[config.mk]
export PLATFORM = sky130hd
export DESIGN_NAME = iurt_fifo_controller
export DESIGN_NICKNAME = d
export VERILOG_FILES = /design/src/rtl/iurt_pkg.sv /design/src/rtl/iurt_sync_fifo.sv /design/src/rtl/iurt_fifo_controller.sv
export SDC_FILE = /design/constraint.sdc
export NUM_CORES = 1
export LEC_CHECK = 0
export ABC_AREA = 1
export CORE_AREA = 2 2 199 201
export CTS_BUF_LIST = sky130_fd_sc_hd__clkbuf_4 sky130_fd_sc_hd__clkbuf_8
export DETAILED_ROUTE_END_ITERATION = 6
export DIE_AREA = 0 0 201 203
export PLACE_DENSITY_LB_ADDON = 0.3
export SLEW_MARGIN = 20
export SYNTH_ARGS = -nofsm -noshare
export SYNTH_HDL_FRONTEND = slang
export SYNTH_SLANG_ARGS = --single-unit
[constraint.sdc]
create_clock -name clk -period 3.3 [get_ports clk]
set_input_delay 0.66 -clock clk [delete_from_list [all_inputs] [get_ports clk]]
set_output_delay 0.66 -clock clk [all_outputs]
set_load 0.02 [all_outputs]
[src/rtl/iurt_pkg.sv]
// Shared definitions for the IURT FIFO controller: register map and
// CTRL/STATUS bit layout.
package iurt_pkg;

  typedef enum logic [1:0] {
    REG_DATA   = 2'd0,
    REG_CTRL   = 2'd1,
    REG_LEVELS = 2'd2,
    REG_PARAMS = 2'd3
  } reg_sel_e;

  localparam int CTRL_BRK_EN    = 0;
  localparam int CTRL_RX_IRQ_EN = 1;
  localparam int CTRL_TX_IRQ_EN = 2;
  localparam int ST_RX_NE       = 8;
  localparam int ST_TX_EMPTY    = 9;
  localparam int ST_TX_FULL     = 10;
  localparam int ST_RX_OVF      = 11;

  function automatic logic [31:0] status_word(
    input logic brk_en,
    input logic rx_irq_en,
    input logic tx_irq_en,
    input logic rx_ne,
    input logic tx_empty,
    input logic tx_full,
    input logic rx_ovf
  );
    logic [31:0] w;
    w                 = '0;
    w[CTRL_BRK_EN]    = brk_en;
    w[CTRL_RX_IRQ_EN] = rx_irq_en;
    w[CTRL_TX_IRQ_EN] = tx_irq_en;
    w[ST_RX_NE]       = rx_ne;
    w[ST_TX_EMPTY]    = tx_empty;
    w[ST_TX_FULL]     = tx_full;
    w[ST_RX_OVF]      = rx_ovf;
    return w;
  endfunction

endpackage

[src/rtl/iurt_sync_fifo.sv]
// Single-clock FIFO with combinational head, occupancy count and
// same-cycle push+pop (a push into a full FIFO is taken when a pop frees a slot).
module iurt_sync_fifo #(
  parameter int DATA_W     = 8,
  parameter int DEPTH_LOG2 = 4
) (
  input  logic                  clk,
  input  logic                  rst,
  input  logic                  push,
  input  logic                  pop,
  input  logic [DATA_W-1:0]     din,
  output logic [DATA_W-1:0]     dout,
  output logic                  full,
  output logic                  empty,
  output logic [DEPTH_LOG2:0]   count
);

  localparam int DEPTH = 1 << DEPTH_LOG2;

  logic [DATA_W-1:0]     mem [DEPTH];
  logic [DEPTH_LOG2-1:0] wr_ptr;
  logic [DEPTH_LOG2-1:0] rd_ptr;
  logic                  pop_ok;
  logic                  push_ok;

  assign empty   = (count == '0);
  assign full    = (count == (DEPTH_LOG2+1)'(DEPTH));
  assign pop_ok  = pop & ~empty;
  assign push_ok = push & (~full | pop_ok);
  assign dout    = mem[rd_ptr];

  always_ff @(posedge clk) begin
    if (push_ok) mem[wr_ptr] <= din;
  end

  // Pointers wrap naturally because the depth is a power of two.
  always_ff @(posedge clk) begin
    if (rst) begin
      wr_ptr <= '0;
      rd_ptr <= '0;
      count  <= '0;
    end else begin
      if (push_ok) wr_ptr <= wr_ptr + 1'b1;
      if (pop_ok)  rd_ptr <= rd_ptr + 1'b1;
      case ({push_ok, pop_ok})
        2'b10:   count <= count + 1'b1;
        2'b01:   count <= count - 1'b1;
        default: count <= count;
      endcase
    end
  end

endmodule

[src/rtl/iurt_fifo_controller.sv]
// Wishbone-slave bridge between a CPU and the IPDBG byte channels, with RX/TX
// FIFOs, occupancy/status registers, sticky RX overflow, level irq and break.
module iurt_fifo_controller
  import iurt_pkg::*;
#(
  parameter int RX_DEPTH_LOG2 = 4,
  parameter int TX_DEPTH_LOG2 = 4
) (
  input  logic        clk,
  input  logic        rst,
  input  logic        ce,
  input  logic        cyc_i,
  input  logic        stb_i,
  input  logic        we_i,
  input  logic [3:2]  adr_i,
  input  logic [31:0] dat_i,
  output logic [31:0] dat_o,
  output logic        ack_o,
  output logic        irq,
  output logic        break_pulse,
  input  logic        data_dwn_valid,
  input  logic [7:0]  data_dwn,
  output logic        data_dwn_ready,
  input  logic        data_up_ready,
  output logic        data_up_valid,
  output logic [7:0]  data_up
);

  logic                 rx_push, rx_pop, rx_full, rx_empty;
  logic [7:0]           rx_head;
  logic [RX_DEPTH_LOG2:0] rx_count;
  logic                 tx_push, tx_pop, tx_full, tx_empty;
  logic [7:0]           tx_head;
  logic [TX_DEPTH_LOG2:0] tx_count;

  logic                 brk_en, rx_irq_en, tx_irq_en, rx_ovf;
  logic                 ack_p1, vld_p1, brk_p1, irq_p1;
  logic [31:0]          rdata_p1;
  logic [7:0]           up_byte_p1;

  reg_sel_e             sel;
  logic                 req, tx_stall, acc, wr, ctrl_wr, rx_drop, brk_hit;
  logic [31:0]          rdata_p0;
  logic [15:0]          rx_cnt16, tx_cnt16;
  logic                 unused_dat;

  assign unused_dat = ^{dat_i[31:12], dat_i[10:8]};

  iurt_sync_fifo #(.DATA_W(8), .DEPTH_LOG2(RX_DEPTH_LOG2)) u_rx_fifo (
    .clk(clk), .rst(rst), .push(rx_push), .pop(rx_pop), .din(data_dwn),
    .dout(rx_head), .full(rx_full), .empty(rx_empty), .count(rx_count)
  );

  iurt_sync_fifo #(.DATA_W(8), .DEPTH_LOG2(TX_DEPTH_LOG2)) u_tx_fifo (
    .clk(clk), .rst(rst), .push(tx_push), .pop(tx_pop), .din(dat_i[7:0]),
    .dout(tx_head), .full(tx_full), .empty(tx_empty), .count(tx_count)
  );

  // Stage p0: decode the bus cycle and FIFO traffic for this clock.
  always_comb begin
    sel      = reg_sel_e'(adr_i);
    req      = ce & cyc_i & stb_i & ~ack_p1;
    tx_stall = we_i & (sel == REG_DATA) & tx_full;
    acc      = req & ~tx_stall;
    wr       = acc & we_i;
    ctrl_wr  = wr & (sel == REG_CTRL);
    rx_pop   = acc & ~we_i & (sel == REG_DATA) & ~rx_empty;
    tx_push  = wr & (sel == REG_DATA);
    rx_push  = ce & data_dwn_valid & (~rx_full | rx_pop);
    rx_drop  = ce & data_dwn_valid & rx_full & ~rx_pop;
    tx_pop   = ce & data_up_ready & ~tx_empty;
    brk_hit  = data_dwn_valid & brk_en;
    rx_cnt16 = 16'(rx_count);
    tx_cnt16 = 16'(tx_count);
    rdata_p0 = '0;
    case (sel)
      REG_DATA:   rdata_p0 = {23'b0, ~rx_empty, rx_empty ? 8'h00 : rx_head};
      REG_CTRL:   rdata_p0 = status_word(brk_en, rx_irq_en, tx_irq_en, ~rx_empty,
                                         tx_empty, tx_full, rx_ovf);
      REG_LEVELS: rdata_p0 = {tx_cnt16, rx_cnt16};
      REG_PARAMS: rdata_p0 = {16'b0, 8'(TX_DEPTH_LOG2), 8'(RX_DEPTH_LOG2)};
      default:    rdata_p0 = '0;
    endcase
    if (we_i) rdata_p0 = '0;
  end

  // Stage p1: registered bus response, up-channel byte, break and irq.
  always_ff @(posedge clk) begin
    if (rst) begin
      ack_p1     <= 1'b0;
      rdata_p1   <= '0;
      vld_p1     <= 1'b0;
      up_byte_p1 <= '0;
      brk_p1     <= 1'b0;
      irq_p1     <= 1'b0;
      brk_en     <= 1'b1;
      rx_irq_en  <= 1'b0;
      tx_irq_en  <= 1'b0;
      rx_ovf     <= 1'b0;
    end else if (!ce) begin
      ack_p1 <= 1'b0;
      vld_p1 <= 1'b0;
      brk_p1 <= 1'b0;
    end else begin
      ack_p1 <= acc;
      if (acc) rdata_p1 <= rdata_p0;
      vld_p1 <= tx_pop;
      if (tx_pop) up_byte_p1 <= tx_head;
      brk_p1 <= brk_hit;
      irq_p1 <= (rx_irq_en & ~rx_empty) | (tx_irq_en & tx_empty);
      if (brk_hit) brk_en <= 1'b0;
      // A CTRL write landing with the first host byte keeps the written value.
      if (ctrl_wr) begin
        brk_en    <= dat_i[CTRL_BRK_EN];
        rx_irq_en <= dat_i[CTRL_RX_IRQ_EN];
        tx_irq_en <= dat_i[CTRL_TX_IRQ_EN];
      end
      if (ctrl_wr & dat_i[ST_RX_OVF]) rx_ovf <= 1'b0;
      if (rx_drop) rx_ovf <= 1'b1;
    end
  end

  assign ack_o          = ack_p1;
  assign dat_o          = rdata_p1;
  assign data_up_valid  = vld_p1;
  assign data_up        = up_byte_p1;
  assign break_pulse    = brk_p1;
  assign irq            = irq_p1;
  assign data_dwn_ready = ~rx_full;

endmodule

# --- Word-level counts from Yosys, hierarchy flattened ---
# Memory sizes are Yosys's and may differ from the RTL's. A register that Yosys moved wholly into a read port is not among the register bits.
# Index checks and enable logic that the tools add are counted.
word_totals:
  register_bits: 66
  ramBits: 256
  input_bits: 50
  out_inout_bits: 45
  word_cells: 101
  memories: 2
op_classes:
  n_addsub: 8
  n_eq_ne: 9
  muxes: 15
  bitwise_logic: 39
  n_reduce_logical: 13
memory_table:
  columns: ["name", "depth", "word_bits", "read_ports", "rd_ports_with_merged_regs", "write_ports", "line", "text"]
  rows:
  - ["u_rx_fifo.mem", 16, 8, 1, 1, 1, "iurt_sync_fifo.sv:20", "logic [DATA_W-1:0] mem [DEPTH];"]
  - ["u_tx_fifo.mem", 16, 8, 1, 1, 1, "iurt_sync_fifo.sv:20", null]
ops:
  columns: ["operator", "n"]
  rows:
  - ["32-bit one-hot mux with 4 select lines", 1]
  - ["32-bit two-way mux", 1]
  - ["1-bit AND", 26]
  - ["5-bit one-hot mux with 2 select lines", 2]
  - ["4-bit by 1-bit adder with 4-bit output, second input constant", 4]
  - ["5-bit by 1-bit adder with 5-bit output, second input constant", 2]
  - ["5-bit equality test, second input constant", 2]
  - ["5-bit zero test", 2]
  - ["2-bit AND reduction", 5]
  - ["5-bit by 1-bit subtractor with 5-bit output, second input constant", 2]
  - ["1-bit NOT", 9]
  - ["2-bit equality test, second input constant", 4]
  - ["1-bit two-way mux", 8]
  - ["4-bit two-way mux", 2]
  - ["8-bit two-way mux", 1]
  - ["2-bit nonzero test", 4]
  - ["2-bit by 1-bit equality test with 1-bit output, second input constant", 3]
  - ["1-bit bitwise OR", 4]
  - ["2-bit zero test", 1]
  - ["2-bit OR reduction", 1]

# --- Longest topological paths before layout ---
# Gate-level depths: netlist (run 1).
depth:
  ltp_word: 13
  ltp_mapped: 15
  ltp_nobuf: 15

# --- Hierarchy ---
# Synthesis (run 1) repeated with hierarchy kept, for this count alone.
unflattened:
  cells_unflattened: 1285
  hier_area_um2: 13829.5
modules_own_cells:
  columns: ["mod", "instances", "cells_each", "area_per_inst_um2", "seq_area_each_um2"]
  rows:
  - ["iurt_sync_fifo (u_rx_fifo)", 1, 539, 6159.7, 4184.0]
  - ["iurt_sync_fifo (u_tx_fifo)", 1, 536, 6158.4, 4184.0]
  - ["iurt_fifo_controller", 1, 210, 1511.4, 660.6]

# --- Worst setup path after synthesis (run 1) ---
# OpenSTA, ideal clock, no wires.
synth_path:
  path_type: "input to register"
  from: "input adr_i[3] in the netlist's numbering"
  to: "register u_rx_fifo.count[4]"
  setup_ns: 0.122
  arrival_ns: 2.559
  required_time_ns: 3.178
  setup_slack_ns: 0.619
  cell_stages: 15
  n_path_buf: 0
  cell_sequence: "nor2_4 nand2_1 nor2_2 nor2_8 nand3_4 nand2_4 nand2_4 ha_1 ha_1 a21oi_1 nand2_1 a21oi_1 o21ai_0 o21ai_0 a21oi_1"
synth_between:
  elab_chain_cells: 13
  elab_cells_between_ends: 17
  cone_classes: "eq/ne (2); mux (1); bitwise (12); reduce/logical (2)"
synth_rtl:
  columns: ["element", "line", "text"]
  rows:
  - ["from (decl)", "iurt_fifo_controller.sv:15", "input logic [3:2] adr_i,"]
  - ["2-bit zero test (*)", "iurt_fifo_controller.sv:63, iurt_fifo_controller.sv:67", null]
  - ["1-bit AND (2 in a row)", "iurt_fifo_controller.sv:63", "tx_stall = we_i & (sel == REG_DATA) & tx_full;"]
  - ["1-bit NOT", "iurt_fifo_controller.sv:64", "acc = req & ~tx_stall;"]
  - ["1-bit AND", "iurt_fifo_controller.sv:64", null]
  - ["1-bit AND", "iurt_fifo_controller.sv:67", "rx_pop = acc & ~we_i & (sel == REG_DATA) & ~rx_empty;"]
  - ["1-bit AND (*) (2 in a row)", "iurt_fifo_controller.sv:67", null]
  - ["1-bit bitwise OR or 1-bit AND (tied branches)", "iurt_fifo_controller.sv:69, iurt_sync_fifo.sv:28", null]
  - ["1-bit AND or 1-bit bitwise OR (tied branches)", "iurt_fifo_controller.sv:69, iurt_sync_fifo.sv:29", null]
  - ["1-bit AND", "iurt_sync_fifo.sv:29", "assign push_ok = push & (~full | pop_ok);"]
  - ["2-bit by 1-bit equality test with 1-bit output or 2-bit equality test (tied branches)", "iurt_sync_fifo.sv:45", "case ({push_ok, pop_ok})"]
  - ["5-bit one-hot mux with 2 select lines or 2-bit nonzero test (tied branches)", null, null]
  - ["to (signal assigned)", "iurt_sync_fifo.sv:46", "2'b10: count <= count + 1'b1;"]
  - ["to (signal assigned)", "iurt_sync_fifo.sv:47", "2'b01: count <= count - 1'b1;"]
  - ["to (signal assigned)", "iurt_sync_fifo.sv:48", "default: count <= count;"]
  - ["to (decl)", "iurt_sync_fifo.sv:15", "output logic [DEPTH_LOG2:0] count"]
# Every way passes the cells marked *; elsewhere a longest branch is shown, timed or not.
# A chain may end at the register's enable or synchronous reset.

# --- Worst setup path in the final report (run 1) ---
# Same ends and word-level chain as after synthesis.

==> run_results.csv, run 1 <==
group,metric,value,unit
run_status,status,"completed",
clock_tree,ctsHoldBuffers,0,
global_routing,busiest_layer,"met2",
critical_path,crit_top_cell,"a21oi_1",
clock_tree,cts_tree,"done",
global_routing,use_met2,0.2703,
final_layout,areaGrowthSynthToFinish,18.03,%
global_routing,grt_pass1_wl,50180,um
place,port_buffers,56,
place,hpwl,19150,um
final_layout,n_antenna_cell,0,
timing,slew_headroom,0.3142,
logic_synthesis,synth_ff_type,"edfxtp_1",
timing,rsz0062_at_grt,"false",
final_layout,seqCellArea,8951,um^2
drt,drc,0,
critical_path,cp-start-kind,"input pin",
timing,fin_ws,639.3,ps
clock_tree,numCtsBuffers,52,
timing,setup_viol,0,
drt,drt.antenna.violating_nets,0,
die,dieHeight,203,um
logic_synthesis,avgSynthCellArea,10.85,um^2
drt,num_vias,9146,
die,die_w,201,um
logic_synthesis,syn_area,13390,um^2
clock_tree,clock_sinks,319,
timing,final.min_clock_period,2661,ps
drt,wl_per_cell,16.63,um
timing,tns,0,ps
worst_hold_path,min_path_type,"reg -> reg",
logic_synthesis,synth_seq_cells,319,
final_layout,final_nets,1412,
global_routing,grtUsageMet1,0.2007,
global_routing,globalRouteMet3Util,0.02857,
critical_path,end_kind,"flop",
timing,hold_violations,0,
logic_synthesis,yosysTopAreaCell,"edfxtp_1",
critical_path,cp_num_buf_inv,1,
clock_tree,cts_max_level,2,
logic_synthesis,synth-edff-count,256,
critical_path,cp_cell_sequence,"clkdlybuf4s50_1 -> nor2_4 -> nand2_1 -> nor2_2 -> nor2_8 -> nand3_4 -> nand2_4 -> nand2_4 -> ha_1 -> ha_1 -> a21oi_1 -> nand2_1 -> a21oi_1 -> o21ai_0 -> o21ai_0 -> a21oi_1",
logic_synthesis,async_reset_ff_frac,0,
power,ir_drop,0.3482,mV
timing,fin_crit_sh,0.8063,
logic_synthesis,synth_cell_types,37,
critical_path,cp.required,3760,ps
final_layout,stdcell_area,15800,um^2
logic_synthesis,syn-instance-count,1234,
power,p_per_area,539.2,nW/um^2
global_routing,antenna_found_initial,0,
clock_tree,post-cts-setup-buffers,0,
logic_synthesis,synth_top_area_frac,0.5742,
logic_synthesis,ys_warn_count,0,
global_routing,overflow,0,
logic_synthesis,yosysSeqAreaShare,0.6683,
critical_path,critPathKind,"in -> reg",
logic_synthesis,yosys-top-cells-area,"edfxtp_1 (57%), dfxtp_1 (9.4%), nor2_1 (5.5%), nand2_1 (4.7%), o21ai_0 (4.5%)",
place,post-place-ws,63.41,ps
die,coreArea,38470,um^2
die,top_level_ports,95,
global_routing,grt.total_usage,0.1560,
run,drv_cap,0,
drt,routed_wl,31660,um
drt,avgViaCountPerCell,4.806,
clock_tree,cts.reportedPaths.clkPinSlew,60,ps
clock_tree,clock_path_buffers,3,
global_routing,grt_max_degree,67,
critical_path,max_stage_delay,470,ps
clock_tree,cts_root_buf,"clkbuf_8",
final_layout,multiInputGateArea,3715,um^2
clock_tree,clock_latency,600,ps
global_routing,grt_pass1_vias,9140,
drt,first_pass_iters,5,
power,cellLeakagePower,5.869,nW
timing,tightestPinTransition,1029,ps
clock_tree,cts-resized-gates,0,
critical_path,cpMaxStageDelayCell,"clkdlybuf4s50_1",
die,rows,72,
die,die_area,40800,um^2
place,place_area,14730,um^2
final_layout,n_fill_cell,3679,
die,start_util,0.3481,
drt,drt_iter0_drc,762,
timing,drv_slew,0,
critical_path,crit_fanout,6,
timing,fmax,375.8,MHz
logic_synthesis,yosys-top-cells-count,"edfxtp_1 (256), nor2_1 (195), nand2_1 (169)",
final_layout,drive_gt1_frac,0.1170,
logic_synthesis,yosysMostFrequentCell,"edfxtp_1",
critical_path,crit_arrival,3120,ps
critical_path,cp_top_family,"simple AND/OR/NAND/NOR gates",
place,place.gp.congestion,0.8196,
timing,skew,27.91,ps
-- cell usage in the layout, fill, tap and decap left out, drive strengths merged --
cell | netlist | final
a211oi | 4 | 4
a21boi | 1 | 1
a21oi | 42 | 42
a221oi | 2 | 2
a22oi | 1 | 1
a31oi | 1 | 1
buf | 38 | 56
bufinv | 0 | 3
clkbuf | 34 | 72
clkdlybuf4s50 | 0 | 56
clkinv | 1 | 21
clkinvlp | 0 | 1
conb | 1 | 15
dfxtp | 63 | 63
edfxtp | 256 | 256
fa | 2 | 2
ha | 18 | 18
inv | 109 | 110
nand2 | 176 | 176
nand3 | 91 | 91
nand4 | 6 | 6
nor2 | 200 | 200
nor3 | 2 | 2
o211ai | 37 | 37
o21ai | 123 | 123
o221ai | 13 | 13
o22ai | 5 | 5
xnor2 | 3 | 3
xor2 | 5 | 5
-- area by class of cell --
type                            count  area share
Clock buffer                       72     0.05598
Multi-Input combinational cell    747      0.2351
Clock inverter                     25     0.01219
Inverter                          110     0.02644
Tap cell                          518     0.04101
Timing Repair Buffer              112     0.06287
Sequential cell                   319      0.5664
-- report_power, final --
part | switching (mW) | internal [mW] | total [mW]
Combinational | 0.383 | 0.190 | 0.572
Sequential | 0.0291 | 4.38 | 4.41
Clock | 1.56 | 1.97 | 3.54
-- metrics by stage --
step	utilization	instances	hold slack (ps)	total power [mW]
after floorplan	-	1248	432.7	4.848
after global placement	0.3828	1806	453.0	5.061
after detailed placement	0.3828	1806	458.2	5.074
after CTS	0.4108	1903	467.4	8.613
after global routing	0.4108	1903	488.0	8.865
final	0.4108	1903	464.9	8.521
-- sequential cells by signal, summed over array words and instances, names as in the netlist, 4 cells and up, named ones only --
signal and cells:
data_up 8, u_tx_fifo.count 5, dat_o 17, u_rx_fifo.rd_ptr 4, u_rx_fifo.wr_ptr 4, u_rx_fifo.count 5
u_tx_fifo.wr_ptr 4, u_tx_fifo.rd_ptr 4, u_rx_fifo.mem 128, u_tx_fifo.mem 128
-- kinds of logic (layout without fill, tap and decap cells) --
kind of cell / count (synthesis) / in the layout / synth area share
AOI/OAI and AO/OA: 229 / 229 / 0.09840
adders and majority gates: 20 / 20 / 0.01981
xor gates and xnor gates: 8 / 8 / 0.005233
DFF: 319 / 319 / 0.6683
and+or+nand+nor: 475 / 475 / 0.1498
buffers and inverters: 182 / 319 / 0.05812
other: 1 / 15 / 0.0002801
-- worst reg2reg max path, cell delays in order, from the launching register on --
cell     delay, ps
dfxtp_1        440
inv_1          110
nand4_1        150
nand3_1        120
inv_1          110
nand3_4        110
nand2_4         90
nand2_4         50
ha_1           270
fa_1           430
nand3_1        100
nand2_1         70
a21oi_1        120
o21ai_0        110
o21ai_0        170
a21oi_1         60
-- path summary, 6_finish.rpt --
path,startpoint,endpoint,slack [ps],cells past startpoint
max,adr_i[3],u_rx_fifo.count[4]$_SDFFE_PP0P_,640,16
min,dat_o[0]$_SDFFE_PP0P_,dat_o[0]$_SDFFE_PP0P_,460,2
max reg2reg,u_rx_fifo.count[1]$_SDFFE_PP0P_,u_rx_fifo.count[4]$_SDFFE_PP0P_,670,15
min reg2reg,dat_o[0]$_SDFFE_PP0P_,dat_o[0]$_SDFFE_PP0P_,460,2
-- routing by layer --
metal,vias up,share of wire
met5,-,0
met1,4415,0.45
met2,221,0.49
met3,39,0.049
met4,0,0.015
li1,4471,-
No activity file was read; power rests on OpenSTA's default activity.
==> run 2: changes to the inputs <==
clock period = 2.4 ns   (was 3.3 ns; I/O delays follow)
==> run_results.csv, run 2 (synthesis gave the netlist of run 1 again) <==
group,metric,value,unit
run_status,status,"completed",
die,top_level_ports,95,
worst_hold_path,holdCritStartpoint,"dat_o[2]$_SDFFE_PP0P_",
timing,fin_hold_ws,465.5,ps
global_routing,grt_max_degree,56,
global_routing,grt.total_usage,0.1566,
place,port_buffers,56,
final_layout,n_antenna_cell,0,
worst_hold_path,min_to,"dat_o[2]$_SDFFE_PP0P_",
power,cellLeakagePower,6.034,nW
die,coreArea,38470,um^2
clock_tree,clock_path_buffers,3,
critical_path,crit_fanout,6,
final_layout,final_cell_mix,"edfxtp_1 (256), nor2_1 (194), nand2_1 (168), o21ai_0 (115), inv_1 (103)",
final_layout,final_nets,1447,
drt,first_pass_iters,5,
die,rows,72,
worst_hold_path,holdPathStages,2,
critical_path,r2r_cells,15,
timing,slew_headroom,0.5431,
die,start_util,0.3481,
power,power.total,11.82,mW
clock_tree,cts.reportedPaths.clkPinSlew,60,ps
drt,drt_iter0_drc,568,
die,die_area,40800,um^2
timing,hold_violations,0,
global_routing,overflow,0,
critical_path,cp-start-kind,"input pin",
die,die_w,201,um
global_routing,grt_pass1_vias,9384,
power,ir_drop,0.4278,mV
global_routing,grt_pass1_wl,50630,um
timing,skew,45.88,ps
timing,setup_viol,0,
critical_path,critPathKind,"in -> reg",
die,dieHeight,203,um
critical_path,crit_arrival,2810,ps
timing,drv_slew,0,
worst_hold_path,min_path_type,"reg -> reg",
critical_path,rrSetupSlack,150,ps
critical_path,cp.required,2910,ps
drt,routed_wl,31560,um
clock_tree,ctsHoldBuffers,0,
clock_tree,cts_max_level,2,
timing,tightestPinTransition,683.3,ps
power,p_per_area,731.0,nW/um^2
critical_path,timing.rr.start,"u_tx_fifo.count[2]$_SDFFE_PP0P_",
clock_tree,cts_tree,"done",
final_layout,areaGrowthSynthToFinish,20.74,%
clock_tree,clock_latency,630,ps
timing,fin_crit_sh,0.9610,
final_layout,n_fill_cell,3653,
critical_path,end_kind,"flop",
run,drv_cap,0,
timing,rsz0062_at_grt,"true",
critical_path,reg2reg_to,"u_rx_fifo.count[4]$_SDFFE_PP0P_",
clock_tree,cts_root_buf,"clkbuf_8",
drt,num_vias,9235,
clock_tree,clock_sinks,319,
clock_tree,numCtsBuffers,53,
place,place.gp.congestion,0.8222,
timing,fmax,433.6,MHz
drt,drt.antenna.violating_nets,0,
drt,wl_per_cell,16.28,um
timing,final.min_clock_period,2306,ps
drt,drc,0,
drt,avgViaCountPerCell,4.763,
place,hpwl,19990,um
final_layout,layout_commonest_cell,"edfxtp_1",
final_layout,drive_gt1_frac,0.1534,
global_routing,antenna_found_initial,0,
==> run 2: cell types whose count changed in the layout (fill, tap and decap cells not counted), sizes merged, moves of 2 or more <==
cell    change
bufinv      -2
clkbuf     +12
buf        +34
clkinv     -10
==> run 2: worst max-delay path by stage <==
stage	end	depth (start not counted)	start
5_1_grt	u_rx_fifo.count[4]$_SDFFE_PP0P_	15	u_tx_fifo.count[2]$_SDFFE_PP0P_
6_report	u_rx_fifo.count[4]$_SDFFE_PP0P_	16	ce
3_3_place_gp	u_rx_fifo.count[4]$_SDFFE_PP0P_	16	ce
4_1_cts	u_rx_fifo.count[4]$_SDFFE_PP0P_	14	u_tx_fifo.count[3]$_SDFFE_PP0P_
2_1_floorplan	u_rx_fifo.count[4]$_SDFFE_PP0P_	15	adr_i[3]
3_5_place_dp	u_rx_fifo.count[4]$_SDFFE_PP0P_	16	ce
==> run 2: layout make-up <==
type	instances	area (um^2)	share of cell area
inverter	110	417.9	0.02585
clock buffer	84	993.5	0.06146
sequential	319	8955	0.5539
multi-input combinational	747	3814	0.2359
tap	518	648.1	0.04009
timing repair buffer	146	1235	0.07639
clock inverter	15	102.6	0.006347
==> run 2: where the power goes <==
part	total [mW]	switching [mW]	internal, mW
Sequential	6.07	0.0391	6.03
Clock	4.88	2.15	2.74
Combinational	0.867	0.549	0.318
Total	11.8	2.73	9.08
==> run 2: critical path, cell delays in order <==
cell and delay [ps]:
clkdlybuf4s50_1 470, nand3_1 130, nor2_4 160, inv_2 80
nor2_8 120, nand3_4 100, nand2_4 100, nand2_4 50
ha_4 200, fa_2 360, nand3_2 90, nand2_2 70
a21oi_2 150, o21ai_2 80, o21ai_1 120, a21oi_1 50
==> run 2: metrics by stage <==
step / cells / instance area, um^2 / TNS, ps / utilization / worst slack (ps)
floorplan: 1248 / 13460 / 0 / - / 5.914
global placement: 1839 / 14980 / -41000 / 0.3894 / -571.3
detailed placement: 1839 / 14980 / -46720 / 0.3894 / -623.2
CTS: 1938 / 16070 / 0 / 0.4178 / 18.59
global route: 1939 / 16170 / -55.89 / 0.4202 / -36.42
finish: 1939 / 16170 / 0 / 0.4202 / 93.68
==> run 2: what timing repair did <==
action,CTS,global route
pin swaps,0,13
buffers inserted,0,1
resized for setup,1,25
setup endpoints to repair,1,5
==> run 2: metal layers <==
layer | vias up | global-route usage | wire (um)
met2 | 219 | 0.2591 | 14950
met4 | 0 | 0.06111 | 835
li1 | 4537 | - | -
met5 | - | 0 | 0
met1 | 4421 | 0.2027 | 14270
met3 | 58 | 0.03146 | 1503
==> run 3: changes to the inputs <==
--- a/config.mk
+++ b/config.mk
@@ -17 +17,2 @@
 export SYNTH_SLANG_ARGS = --single-unit
+export TNS_END_PERCENT = 50
--- a/constraint.sdc
+++ b/constraint.sdc
@@ -3,2 +3,2 @@
 set_output_delay 0.48 -clock clk [all_outputs]
-set_load 0.02 [all_outputs]
+set_load 0.005 [all_outputs]
==> run_results.csv, run 3 (synthesis gave the netlist of run 1 again) <==
group,metric,value,unit
final_layout,instances_no_fill,1939,
drt,drt_iter0_drc,568,
drt,first_pass_iters,5,
clock_tree,clock_path_buffers,3,
drt,routed_wl,31570,um
clock_tree,ctsHoldBuffers,0,
critical_path,crit_fanout,6,
final_layout,areaGrowthSynthToFinish,20.75,%
critical_path,cp-start-kind,"input pin",
die,die_area,40800,um^2
final_layout,layout_commonest_cell,"edfxtp_1",
die,coreArea,38470,um^2
final_layout,final_cell_mix,"edfxtp_1 (256), nor2_1 (194), nand2_1 (168), o21ai_0 (115), inv_1 (103)",
timing,drv_slew,0,
critical_path,critPathKind,"in -> reg",
timing,fin_hold_ws,465.5,ps
clock_tree,clock_sinks,319,
timing,slew_headroom,0.5431,
final_layout,drive_gt1_frac,0.1534,
place,post-place-ws,-623.2,ps
timing,rsz0062_at_grt,"true",
timing,skew,46.37,ps
drt,num_vias,9229,
die,rows,72,
critical_path,path_depth,16,
critical_path,cpMaxStageDelayCell,"clkdlybuf4s50_1",
critical_path,cp_num_buf_inv,2,
run,drv_cap,0,
place,hpwl,19990,um
drt,wl_per_cell,16.28,um
drt,avgViaCountPerCell,4.760,
critical_path,max_stage_delay,470,ps
timing,fmax,433.6,MHz
critical_path,cp_cell_sequence,"clkdlybuf4s50_1 -> nand3_1 -> nor2_4 -> inv_2 -> nor2_8 -> nand3_4 -> nand2_4 -> nand2_4 -> ha_4 -> fa_2 -> nand3_2 -> nand2_2 -> a21oi_2 -> o21ai_2 -> o21ai_1 -> a21oi_1",
place,port_buffers,56,
clock_tree,clock_latency,630,ps
place,place_area,14980,um^2
global_routing,grt_max_degree,56,
critical_path,end_kind,"flop",
critical_path,timing.rr.start,"u_tx_fifo.count[2]$_SDFFE_PP0P_",
clock_tree,cts_tree,"done",
critical_path,crit_top_cell,"nand2_4",
critical_path,critPathLaunch,"ce",
global_routing,overflow,0,
place,placed_cells,1839,
critical_path,crit_arrival,2810,ps
critical_path,cp_top_family,"simple AND/OR/NAND/NOR gates",
clock_tree,cts.reportedPaths.clkPinSlew,60,ps
clock_tree,cts_root_buf,"clkbuf_8",
timing,tightestPinTransition,683.3,ps
final_layout,n_antenna_cell,0,
die,die_w,201,um
die,start_util,0.3481,
critical_path,reg2reg_to,"u_rx_fifo.count[4]$_SDFFE_PP0P_",
critical_path,crit_end,"u_rx_fifo.count[4]$_SDFFE_PP0P_",
timing,fin_crit_sh,0.9609,
die,top_level_ports,95,
critical_path,r2r_cells,15,
global_routing,antenna_found_initial,0,
clock_tree,numCtsBuffers,53,
place,place.gp.congestion,0.8222,
global_routing,grt_pass1_wl,50630,um
power,p_per_area,728.5,nW/um^2
final_layout,final_nets,1447,
drt,drt.antenna.violating_nets,0,
timing,fin_ws,93.73,ps
final_layout,n_fill_cell,3652,
run_status,status,"completed",
global_routing,grt.total_usage,0.1566,
timing,final.min_clock_period,2306,ps
global_routing,grt_pass1_vias,9384,
timing,setup_viol,0,
worst_hold_path,min_path_type,"reg -> reg",
final_layout,final_util,0.4203,
power,ir_drop,0.4286,mV
die,dieHeight,203,um
clock_tree,cts_max_level,2,
critical_path,cp.required,2910,ps
drt,drc,0,
power,cellLeakagePower,6.036,nW
final_layout,stdcell_area,16170,um^2
timing,hold_violations,0,
critical_path,rrSetupSlack,150,ps
## run 3: cell count changes in the layout (fill, tap and decap cells not counted), sizes merged
cell           before  now
clkdlybuf4s50      55   56
dlygate4sd2         1    0
## run 3: routing by layer
metal	share of wire	up-vias	track usage	routed length [um]
li1	-	4537	-	-
met1	0.45	4421	0.2027	14270
met2	0.47	213	0.2591	14940
met3	0.048	58	0.03146	1514
met4	0.026	0	0.06111	835
met5	0	-	0	0
## run 3: how the worst min path moves through the flow
| stage | from | end | slack (ps) | cells after the start |
|---|---|---|---|---|
| after global placement | dat_o[1]$_SDFFE_PP0P_ | dat_o[1]$_SDFFE_PP0P_ | 460 | 2 |
| final | dat_o[2]$_SDFFE_PP0P_ | dat_o[2]$_SDFFE_PP0P_ | 470 | 2 |
| after detailed placement | dat_o[18]$_SDFFE_PP0P_ | dat_o[18]$_SDFFE_PP0P_ | 460 | 2 |
| after global routing | rst | data_up_valid$_SDFF_PP0_ | 450 | 2 |
| after floorplan | brk_en$_SDFFE_PP1P_ | break_pulse$_SDFF_PP0_ | 430 | 2 |
| after CTS | rst | data_up_valid$_SDFF_PP0_ | 400 | 2 |
## run 3: timing repair
item                                    in CTS  in global routing
setup buffers                                0                  1
resized for setup                            0                 25
endpoints found under the setup margin       0                  5
## run 3: report_power, final
part / leakage (nW) / switching, mW / internal, mW
sequential: 2.82 / 0.0391 / 6.03
clock: 0.580 / 2.15 / 2.74
combinational: 2.64 / 0.510 / 0.318
## run 3: layout make-up
class,instances,area (um^2),share of cell area
clock buffer,84,993.5,0.06145
clock inverter,15,102.6,0.006346
inverter,110,417.9,0.02585
multi-input combinational,747,3814,0.2359
sequential,319,8955,0.5539
tap,518,648.1,0.04009
timing repair buffer,146,1236,0.07646
## run 3: through the flow
step / total power [mW] / TNS [ps]
floorplan: 6.627 / 0
global placement: 6.978 / -41000
detailed placement: 6.993 / -46720
CTS: 11.92 / 0
global route: 12.27 / -56.02
finish: 11.78 / 0
## run 3: worst min-delay path: cells and delay by family, from the launching register on
kind	cells	cell delay, ps
flops	1	310
simple gates	1	60
compound gates	1	50
